## config.mk

```make
export PLATFORM = sky130hd
export DESIGN_NAME = msx_ram_arbiter
export DESIGN_NICKNAME = d
export VERILOG_FILES = /design/src/rtl/msx_ram_arbiter.sv
export SDC_FILE = /design/constraint.sdc
export NUM_CORES = 1
export LEC_CHECK = 0
export CAP_MARGIN = 20
export CORE_MARGIN = 2
export CORE_UTILIZATION = 48
export CTS_CLUSTER_SIZE = 30
export DETAILED_ROUTE_END_ITERATION = 12
export PLACE_DENSITY_LB_ADDON = 0.12
export SYNTH_ARGS = -nofsm -noshare
export SYNTH_HDL_FRONTEND = slang
export SYNTH_SLANG_ARGS = --single-unit
```

## constraint.sdc

```tcl
create_clock -name clk -period 2.26 [get_ports clk]
set_input_delay 0.452 -clock clk [delete_from_list [all_inputs] [get_ports clk]]
set_output_delay 0.452 -clock clk [all_outputs]
set_load 0.02 [all_outputs]
```

## src/rtl/msx_ram_arbiter.sv

```systemverilog
// msx_ram_arbiter: shares one single-port synchronous RAM between the Z80 bus
// and the ioctl loader. The CPU wins whenever both are pending in IDLE. Loader
// bytes wait in a small FIFO and drain in idle cycles. Z80 WAIT_n is held low
// until the current bus cycle has had its single RAM access.
module msx_ram_arbiter #(
  parameter int ADDR_W   = 18,
  parameter int LD_DEPTH = 4
) (
  input  logic              clk,
  input  logic              reset,
  input  logic [15:0]       cpu_addr,
  input  logic [ADDR_W-17:0] cpu_addr_hi,
  input  logic              cpu_sel,
  input  logic              cpu_mreq_n,
  input  logic              cpu_rd_n,
  input  logic              cpu_wr_n,
  input  logic              cpu_rfsh_n,
  input  logic [7:0]        cpu_din,
  output logic [7:0]        cpu_dout,
  output logic              cpu_wait_n,
  input  logic              ld_wr,
  input  logic [ADDR_W-1:0] ld_addr,
  input  logic [7:0]        ld_data,
  output logic              ld_wait,
  output logic              ld_overflow,
  output logic [ADDR_W-1:0] mem_addr,
  output logic              mem_we,
  output logic [7:0]        mem_wdata,
  input  logic [7:0]        mem_rdata
);
  localparam int PW = $clog2(LD_DEPTH);
  localparam int CW = PW + 1;

  typedef enum logic [1:0] {IDLE, CRD, CWR, LWR} state_t;

  state_t            state;
  logic              served;
  logic              creq, cpu_go, push, pop, fifo_full, fifo_empty;
  logic [PW-1:0]     wr_ptr, rd_ptr;
  logic [CW-1:0]     count, count_nxt;
  logic [ADDR_W-1:0] fifo_addr [LD_DEPTH];
  logic [7:0]        fifo_data [LD_DEPTH];

  // Refresh cycles never count as a request; rd_n and wr_n both low reads.
  assign creq       = cpu_sel & ~cpu_mreq_n & cpu_rfsh_n & (~cpu_rd_n | ~cpu_wr_n);
  assign cpu_wait_n = ~(creq & ~served);
  assign cpu_go     = (state == IDLE) & creq & ~served;
  assign fifo_full  = (count == CW'(LD_DEPTH));
  assign fifo_empty = (count == '0);
  assign push       = ld_wr & ~fifo_full;
  assign pop        = (state == IDLE) & ~cpu_go & ~fifo_empty;

  // Occupancy after this clk's push/pop; drives the registered ld_wait.
  always_comb begin
    count_nxt = count;
    if (push & ~pop)      count_nxt = count + 1'b1;
    else if (pop & ~push) count_nxt = count - 1'b1;
  end

  // Loader FIFO storage; contents need no reset since count gates use.
  always_ff @(posedge clk) begin
    if (push) begin
      fifo_addr[wr_ptr] <= ld_addr;
      fifo_data[wr_ptr] <= ld_data;
    end
  end

  // Loader FIFO pointers, occupancy, back-pressure and sticky overflow.
  always_ff @(posedge clk or posedge reset) begin
    if (reset) begin
      wr_ptr      <= '0;
      rd_ptr      <= '0;
      count       <= '0;
      ld_wait     <= 1'b0;
      ld_overflow <= 1'b0;
    end else begin
      if (push) wr_ptr <= wr_ptr + 1'b1;
      if (pop)  rd_ptr <= rd_ptr + 1'b1;
      count   <= count_nxt;
      ld_wait <= (count_nxt >= CW'(LD_DEPTH - 1));
      if (ld_wr & fifo_full) ld_overflow <= 1'b1;
    end
  end

  // Access FSM: one RAM access per Z80 memory cycle, loader fills the gaps.
  always_ff @(posedge clk or posedge reset) begin
    if (reset) begin
      state     <= IDLE;
      served    <= 1'b0;
      mem_addr  <= '0;
      mem_we    <= 1'b0;
      mem_wdata <= '0;
      cpu_dout  <= 8'hFF;
    end else begin
      mem_we <= 1'b0;
      case (state)
        IDLE: begin
          if (cpu_go & ~cpu_rd_n) begin
            mem_addr <= {cpu_addr_hi, cpu_addr};
            state    <= CRD;
          end else if (cpu_go) begin
            mem_addr  <= {cpu_addr_hi, cpu_addr};
            mem_wdata <= cpu_din;
            mem_we    <= 1'b1;
            served    <= 1'b1;
            state     <= CWR;
          end else if (pop) begin
            mem_addr  <= fifo_addr[rd_ptr];
            mem_wdata <= fifo_data[rd_ptr];
            mem_we    <= 1'b1;
            state     <= LWR;
          end
        end
        CRD: begin
          cpu_dout <= mem_rdata;
          served   <= 1'b1;
          state    <= IDLE;
        end
        default: state <= IDLE;
      endcase
      // A dropped request re-arms the next bus cycle; overrides any set above.
      if (!creq) served <= 1'b0;
    end
  end
endmodule

```

* Word level (Yosys, flattened, before mapping) *
Memory sizes are Yosys's and may differ from the RTL's.
Index checks and enable logic that the tools add are counted.

word-level totals
  latch bits = 0
  ROM bits = 0
  RAM bits = 104
  memories kept = 2
  input port bits = 68
  logic and storage cells = 77
  register bits = 47
  output and inout port bits = 38

memory list
  memory     words  bits a word  rd ports  clocked after Yosys merged registers in  wr ports  line  RTL
  fifo_addr  4      18           1         0                                        1         41    logic [ADDR_W-1:0] fifo_addr [LD_DEPTH];
  fifo_data  4      8            1         0                                        1         42    logic [7:0] fifo_data [LD_DEPTH];

cells by class
  $lt $le $gt $ge = 1
  bitwise gates (word level) = 25
  $add $sub $neg = 4
  divide/modulo/power cells = 0
  muxes and demuxes = 21
  shift-type cells = 0
  equal/unequal tests = 6
  reduce and logical (&&, ||, !) cells = 7
  $mul = 0

operators by type and width
  cell                   number
  $mux W18               3
  $mux W8                2
  $and A1 B1 Y1          13
  $not A1 Y1             11
  $mux W1                9
  $mux W2                4
  $mux W3                2
  $ne A3 B3 Y1 const B   2
  $reduce_and A3 Y1      2
  $add A2 B1 Y2 const B  2
  $ne A4 B3 Y1 const B   1
  $add A3 B1 Y3 const B  1
  $eq A3 B3 Y1 const B   1
  $ge A3 B2 Y1 const B   1
  $logic_not A3 Y1       1
  $ne A3 B1 Y1 const B   1
  $reduce_bool A3 Y1     1
  $sub A3 B1 Y3 const B  1
  $eq A2 B1 Y1 const B   1
  $logic_not A2 Y1       1
  $pmux W1 S2            1
  $reduce_and A2 Y1      1
  $reduce_bool A2 Y1     1
  $or A1 B1 Y1           1

* Depth between registers and ports, before layout *
Gate-level depths: netlist of run 1.

  depth in word-level cells = 13
  depth in mapped cells = 7
  mapped depth without buffers = 7

* Least setup slack after synthesis of run 1 *
Ideal clock, no wire load.

  path type = register to register
  start = reg count[0]
  end = mem fifo_addr[0][0], enable pin
  stages on the path, launching flop included = 6
  required time = 1.875 ns
  slack = -0.177 ns
  path buffers = 1
  setup time = 0.385 ns
  arrival = 2.052 ns
  path through = dfrtp_1 -> inv_1 -> ha_1 -> a21boi_1 -> clkbuf_1 -> and2_1

between the ends
  word-level cells in the longest chain between the ends = 5

RTL lines
  element                        line  RTL
  start, declared                40    logic [CW-1:0] count, count_nxt;
  start signal, assigned         79    count <= count_nxt;
  $eq A3 B3 Y1                   48    assign fifo_full = (count == CW'(LD_DEPTH));
  $not A1 Y1                     50    assign push = ld_wr & ~fifo_full;
  $and A1 B1 Y1                  50
  $mux W1                        62    if (push) begin
  $mux W1 (implied by the code)  63    fifo_addr[wr_ptr] <= ld_addr;
  end, declared                  41

No other way between the ends.

* Worst setup path in the final report of run 1 *
  start = in cpu_rfsh_n
  end = out cpu_wait_n

between the ends
  word-level cells in the longest chain between the ends = 4

RTL lines
  element                     line  RTL
  start, declared             17    input logic cpu_rfsh_n,
  $and A1 B1 Y1 (2 in a row)  45    assign creq = cpu_sel & ~cpu_mreq_n & cpu_rfsh_n & (~cpu_rd_n | ~cpu_wr_n);
  $and A1 B1 Y1               46    assign cpu_wait_n = ~(creq & ~served);
  $not A1 Y1                  46
  end, declared               20    output logic cpu_wait_n,

No other way between the ends.

==> implementation parameters, run 1 <==
Parameter                              Value

Worst setup path
  Max stage delay cell, worst path ... clkdlybuf4s50_1
  Worst Setup Start Kind ... input pin
  Type of destination of the critical path ... output port
  Cell breakdown of the critical path ... clkdlybuf4s50_1 > nand3b_4 > a211oi_2 > inv_2 > dlygate4sd2_1
  Worst-path maximum fanout ... 2
  WP data arrival ... 1.64 ns
  Launching instance or port of the critical path ... cpu_rfsh_n
  Kind of critical path ... in2out
  Peak per-stage delay on the critical path ... between 0.5 and 0.6 ns
  Data required, critical path ... ~1.8 ns
  Start of the worst register-to-register path ... count[0]

Timing
  Final WS setup ... 0.1717 ns
  Setup TNS ... 0 ns
  Unrepaired setup endpoints after global routing ... false
  Total setup violations reported at the end of the flow ... 0
  Min Clock Period, post-route ... 2.088 ns
  Worst setup skew after layout ... 0.006470 ns
  Maximum achievable frequency ... approximately 480 MHz
  Fin crit share ... 92.40%
  Final slew viol count ... 0
  Normalized max-slew margin ... 64.50%
  Slew at the pin closest to its max-slew limit ... between 0.5 and 0.6 ns
  Final hold violation count ... 0

Power
  Leakage component of the power ... 2.906 nW
  Max IR drop VDD ... between 0.0007 and 0.0008 V
  Power density of the placed cells ... between 1000 and 1500 nW/um^2

Place
  Pre-CTS setup slack ... -0.06848 ns
  Final HPWL DP ... ~7400 um
  Port buffer count ... 105
  Weighted congestion at the end of routability-driven global placement ... roughly 0.76

Drt
  Vias after detailed routing ... 3,375
  Number of detailed-route iterations in the first pass ... 4
  Mean number of vias per cell ... 5.137
  Average wire per cell in the routed design ... around 18 um
  Final antenna-violating net count ... 0
  Detailed Route WL ... 11,560 um
  DRC violation count after routing ... 0
  Initial DRC count ... 103

Clocking
  CTS hold repair buffers ... 0
  Post-cts repair resize count ... 1
  CTS HTree Levels ... 4
  Clock latency on the worst-skew pair ... 0.42 ns
  Clock-pin transition on the worst setup and hold timing paths ... roughly 0.060 ns
  Root buf cell ... clkbuf_16
  Clk sink count ... roughly 150
  Post-CTS Setup Inserts ... 0
  CTS tree ... built
  Max clock buf depth ... 2
  Number of buffers added by the clock tree synthesis step ... 17

Outcome
  Run status ... finished clean

Logic synthesis
  Top flip-flop cell by instance count after synthesis ... edfxtp_1
  Most frequent cell after synthesis ... edfxtp_1
  Syn Std Cell Area ... 6162 um^2
  Area share of the largest cell type after synthesis ... between 50% and 60%
  Asr flop ratio synth ... 31.13%
  Number of synthesized flops with an enable pin ... around 100
  Synthesized instance count ... 342
  Cell types with the highest counts after synthesis ... edfxtp_1, dfrtp_1, mux2i_1, mux4_2
  Synth Net Count ... 417
  Synth cell types ... 46
  Syn Area/Cell ... roughly 18 um^2
  Synth warn ... 0
  Post-synthesis cell type with the largest combined area ... edfxtp_1
  Yosys reg bits ... 151
  Sequential-to-total area share from yosys stat ... 69.93%
  Biggest area contributors in the synthesized netlist ... edfxtp_1, dfrtp_1, mux4_2

Floorplanning
  Die width ... roughly 120 um
  Starting Density ... 49.03%
  I/O pin cnt ... 106
  Core footprint ... 12,570 um^2
  Die area ... 13,760 um^2
  Number of standard-cell rows in the floorplan ... roughly 40
  Chip height ... 117.3 um

Global routing
  Leftover overflow at the end of global routing ... 0
  Overall fraction of global-route tracks in use ... 18.11%
  Pin count of the biggest net entering global routing ... 48
  Initial antenna violation count ... 0
  First-pass GRT wire length ... 18,790 um
  Via count of the first global-routing pass ... around 3,600

Layout
  Final core utilization ... about two thirds
  Proportion of layout cells with a drive suffix above 1 ... a little over a quarter
  Number of antenna cells inserted ... 0
  Nets ... roughly 550
  Layout overhead on the synthesized area ... 31.98%

Run
  Max-cap check violation count ... 0

Worst hold path
  Class of the tightest hold or removal check ... in2async
==> power by group <==
group	switching, mW	internal [mW]	leakage, nW
logic	2.28	2.17	1.14
clock network	1.03	1.60	0.274
registers	0.302	3.87	1.50
==> worst paths after layout <==
| kind | end | cells past startpoint | slack [ns] |
|---|---|---|---|
| min in group clk | ld_overflow | 1 | 0.48 |
| max in group asynchronous | cpu_dout[0] | 3 | 1.58 |
| worst max register to register | fifo_addr[0][3] | 6 | 0.35 |
| worst max-delay path | cpu_wait_n | 5 | 0.17 |
| worst min register to register | ld_overflow | 1 | 0.48 |
| worst min-delay path | mem_addr[5] | 3 | 0.39 |
==> layout make-up <==
| class | count | area, um^2 |
|---|---|---|
| Fill cell | 924 | 4436 |
| Sequential cell | 151 | 4310 |
| Multi-Input combinational cell | 166 | 1703 |
| Timing Repair Buffer | 126 | 1320 |
| Clock buffer | 20 | 436.7 |
| Tap cell | 172 | 215.2 |
| Clock inverter | 12 | 110.1 |
| Inverter | 10 | 37.54 |
==> worst max-delay path, delay by kind of cell <==
| kind | cells | cell delay [ns] |
|---|---|---|
| AO/OA/AOI/OAI | 1 | 0.20 |
| buffers and inverters | 3 | 0.88 |
| AND/OR/NAND/NOR | 1 | 0.09 |
==> cells by family after synthesis <==
group / Yosys count / synth area share [%]
adder cells (fa/ha/maj): 8 / 1.584
buffers and inverters: 25 / 2.517
flip-flops: 151 / 69.93
XOR/XNOR: 5 / 0.7106
multiplexers: 60 / 15.19
AND/OR/NAND/NOR: 46 / 3.716
AO/OA/AOI/OAI: 47 / 6.356
==> per-layer routing <==
layer | part of all wire [%] | global-route usage, %
met5 | 0 | 0
met4 | 2.0 | 7.831
met3 | 4.9 | 5.837
met2 | 49 | 29.46
met1 | 44 | 22.37
==> through the flow <==
stage               std cells  power (mW)  hold slack [ns]  cell area (um^2)
CTS                       657       11.41           0.3943              8133
floorplan                 342       7.113           0.5362              6167
global placement          625       8.638           0.4642              7587
finish                    657       11.25           0.3950              8133
global route              657       11.87           0.4338              8133
detailed placement        625       8.766           0.4659              7587
==> flip-flops by register name (all words and copies together), names as in the netlist <==
name         count
cpu_dout         8
ld_wait          1
rd_ptr           2
ld_overflow      1
count            3
wr_ptr           2
served           1
mem_wdata        8
fifo_addr       72
state            2
mem_addr        18
mem_we           1
fifo_data       32
==> cell usage in the layout, fill, tap and decap left out, types with 4 or more instances in the layout <==
cell type and count:
dfstp_2 8, ha_1 7, clkdlybuf4s50_1 104, and2_2 4
inv_2 4, nor2_1 19, nand2_1 11, clkinv_2 6
clkbuf_16 17, dfrtp_1 38, buf_4 12, xnor2_1 5
inv_1 5, clkinv_1 4, mux2i_1 26, mux4_2 26
mux2_2 8, edfxtp_1 104, o21ai_1 8, buf_12 9
o21ai_0 4, a21oi_2 19
(Power assumes the default switching activity.)
==> run 2: changes to the inputs <==
- CTS_CLUSTER_SIZE: 30 -> 24
==> results of run 2 <==
No change in the layout: final DEF, timing and power equal those of run 1.
==> run 3: changes to the inputs <==
- CORE_MARGIN: 2 -> default
==> run 3 against run 2 <==
Largest cell class unchanged. Final area is 1.0% higher. Critical endpoint unchanged. Critical path type unchanged. Maximum frequency about the same. Clock-buffer cell count rose by 1. Die area shrank 3.4%. Clock power is 5% higher. Via count grew 0.27%. Sequential share of layout area fell by 0.55 points.
==> implementation parameters, run 3 (synthesis results as in run 1) <==
Parameter                              Value

Global routing
  Via count of the first global-routing pass ... 3,451 (-4.6%)
  Pin count of the biggest net entering global routing ... 48 (unchanged)
  Initial antenna violation count ... 0 (unchanged)
  First-pass GRT wire length ... 18,190 um (-3.2%)
  Overall fraction of global-route tracks in use ... 19.24% (+1.1 points)
  Leftover overflow at the end of global routing ... 0 (unchanged)

Power
  Max IR drop VDD ... 0.0007207 V (-0.17%)
  Power, Total ... 11.47 mW (+2.0%)
  Power density of the placed cells ... 1396 nW/um^2 (+0.94%)
  Leakage component of the power ... 2.928 nW (+0.74%)

Floorplanning
  Chip height ... 115.3 um (-1.7%)
  Number of standard-cell rows in the floorplan ... 41 (unchanged)
  Die width ... 115.3 um (-1.7%)
  Core footprint ... 12,570 um^2 (unchanged)
  Die area ... 13,300 um^2 (-3.4%)
  Starting Density ... 49.03% (unchanged)
  I/O pin cnt ... 106 (unchanged)

Timing
  Min Clock Period, post-route ... 2.087 ns (-0.001351 ns)
  Normalized max-slew margin ... 76.46% (+12 points)
  Final hold violation count ... 0 (unchanged)
  Unrepaired setup endpoints after global routing ... false
  Worst setup skew after layout ... 0.006153 ns (-0.0003167 ns)
  Final WS setup ... 0.1731 ns (+0.001351 ns)
  Final slew viol count ... 0 (unchanged)
  Slew at the pin closest to its max-slew limit ... 0.3531 ns (-0.1794 ns)
  Maximum achievable frequency ... 479.2 MHz (about the same)
  Fin crit share ... 92.34% (about the same)
  Total setup violations reported at the end of the flow ... 0 (unchanged)

Clocking
  CTS tree ... built
  Max clock buf depth ... 2 (unchanged)
  Root buf cell ... clkbuf_16
  Post-CTS Setup Inserts ... 0 (unchanged)
  CTS hold repair buffers ... 0 (unchanged)
  Number of buffers added by the clock tree synthesis step ... 17 (unchanged)
  Clock-pin transition on the worst setup and hold timing paths ... 0.06 ns (about the same)
  Clk sink count ... 151 (unchanged)
  CTS HTree Levels ... 4 (unchanged)
  Clock latency on the worst-skew pair ... 0.42 ns (about the same)
  Post-cts repair resize count ... 1 (unchanged)

Place
  Weighted congestion at the end of routability-driven global placement ... 0.7544 (-0.41%)
  Pre-CTS setup slack ... -0.05849 ns (+0.009992 ns)
  Final HPWL DP ... 7495 um (+1.1%)
  Standard cell area after detailed placement ... 7647 um^2 (+0.79%)
  Port buffer count ... 105 (unchanged)

Worst setup path
  Worst-path maximum fanout ... 2 (unchanged)
  Kind of critical path ... in2out
  Type of destination of the critical path ... output port
  Termination of the worst setup path ... cpu_wait_n
  Worst R2R Path Depth ... 7 (+1)
  WP data arrival ... 1.63 ns (about the same)
  Data required, critical path ... 1.81 ns (about the same)
  Launching instance or port of the critical path ... cpu_rfsh_n
  Start of the worst register-to-register path ... count[0]
  Worst-case register-to-register setup slack ... 0.36 ns (about the same)
  Worst Setup Start Kind ... input pin
  Reg2Reg Capture Point ... ld_wait

Drt
  Final antenna-violating net count ... 0 (unchanged)
  Detailed Route WL ... 11,670 um (+0.95%)
  Number of detailed-route iterations in the first pass ... 4 (unchanged)
  Vias after detailed routing ... 3,384 (+0.27%)
  Initial DRC count ... 176 (+71%)
  DRC violation count after routing ... 0 (unchanged)
  Average wire per cell in the routed design ... 17.70 um (+0.65%)
  Mean number of vias per cell ... 5.135 (about the same)

Layout
  Total non-filler cell area in the finished layout ... 8218 um^2 (+1.0%)
  Commonest cells after routing, fill and taps aside ... edfxtp_1, clkdlybuf4s50_1, dfrtp_1
  Nets ... 550 (+0.55%)
  Fill count ... 928 (+0.43%)
  Number of antenna cells inserted ... 0 (unchanged)
  Layout overhead on the synthesized area ... 33.36%
  Multi-input combinational cell area ... 1703 um^2 (unchanged)
  Proportion of layout cells with a drive suffix above 1 ... 26.69% (+0.51 points)
  Flip-flop count of the largest register after layout ... 72 (unchanged)
  Biggest register ... fifo_addr
  Regs by FF count ... fifo_addr x72, fifo_data x32, mem_addr x18
  Area used by sequential logic in the layout ... 4310 um^2 (unchanged)

Run
  Max-cap check violation count ... 0 (unchanged)

Outcome
  Run status ... finished clean

Worst hold path
  Class of the tightest hold or removal check ... in2async
-- run 3: cell type report --
type / count / share of cell area (%)
sequential: 151 / 52.45
timing repair buffer: 129 / 16.79
inverter: 10 / 0.4568
clock inverter: 10 / 1.599
clock buffer: 21 / 5.359
tap: 172 / 2.619
multi-input combinational: 166 / 20.72
-- run 3: metrics by stage --
step           setup TNS, ns  cells  hold WS, ns  util (%)
2_1_floorplan              0    342       0.5362         -
3_3_place_gp        -0.08015    628       0.4569     60.85
3_5_place_dp         -0.3002    628       0.4645     60.85
4_1_cts                    0    659       0.4014     65.39
5_1_grt                    0    659       0.4234     65.39
6_report                   0    659       0.4071     65.39
-- run 3: critical path: stages --
cell	delay, ns
clkdlybuf4s50_1	0.50
nand3b_4	0.09
a211oi_2	0.22
inv_2	0.05
dlygate4sd2_1	0.32
-- run 3: per-layer routing --
metal / vias up / GRT usage (%) / share of wire [%]
met1: 1675 / 24.19 / 44
met5: - / 0 / 0
met4: 0 / 10.22 / 2.1
met3: 24 / 5.219 / 4.5
li1: 1586 / - / -
met2: 99 / 30.62 / 49
-- run 3: report_power, final --
group	leakage, nW	internal (mW)	total [mW]	switching, mW
Combinational	1.16	2.26	4.55	2.29
Sequential	1.50	3.87	4.17	0.300
Clock	0.270	1.72	2.76	1.04
-- run 3: how the worst min path moves through the flow --
stage	start	end	slack, ns	cells past startpoint
floorplan	count[2]	ld_overflow	0.54	1
global placement	ld_overflow	ld_overflow	0.46	1
detailed placement	ld_overflow	ld_overflow	0.46	1
CTS	reset	mem_addr[2]	0.40	3
global route	reset	mem_addr[2]	0.42	3
finish	reset	mem_addr[5]	0.41	3
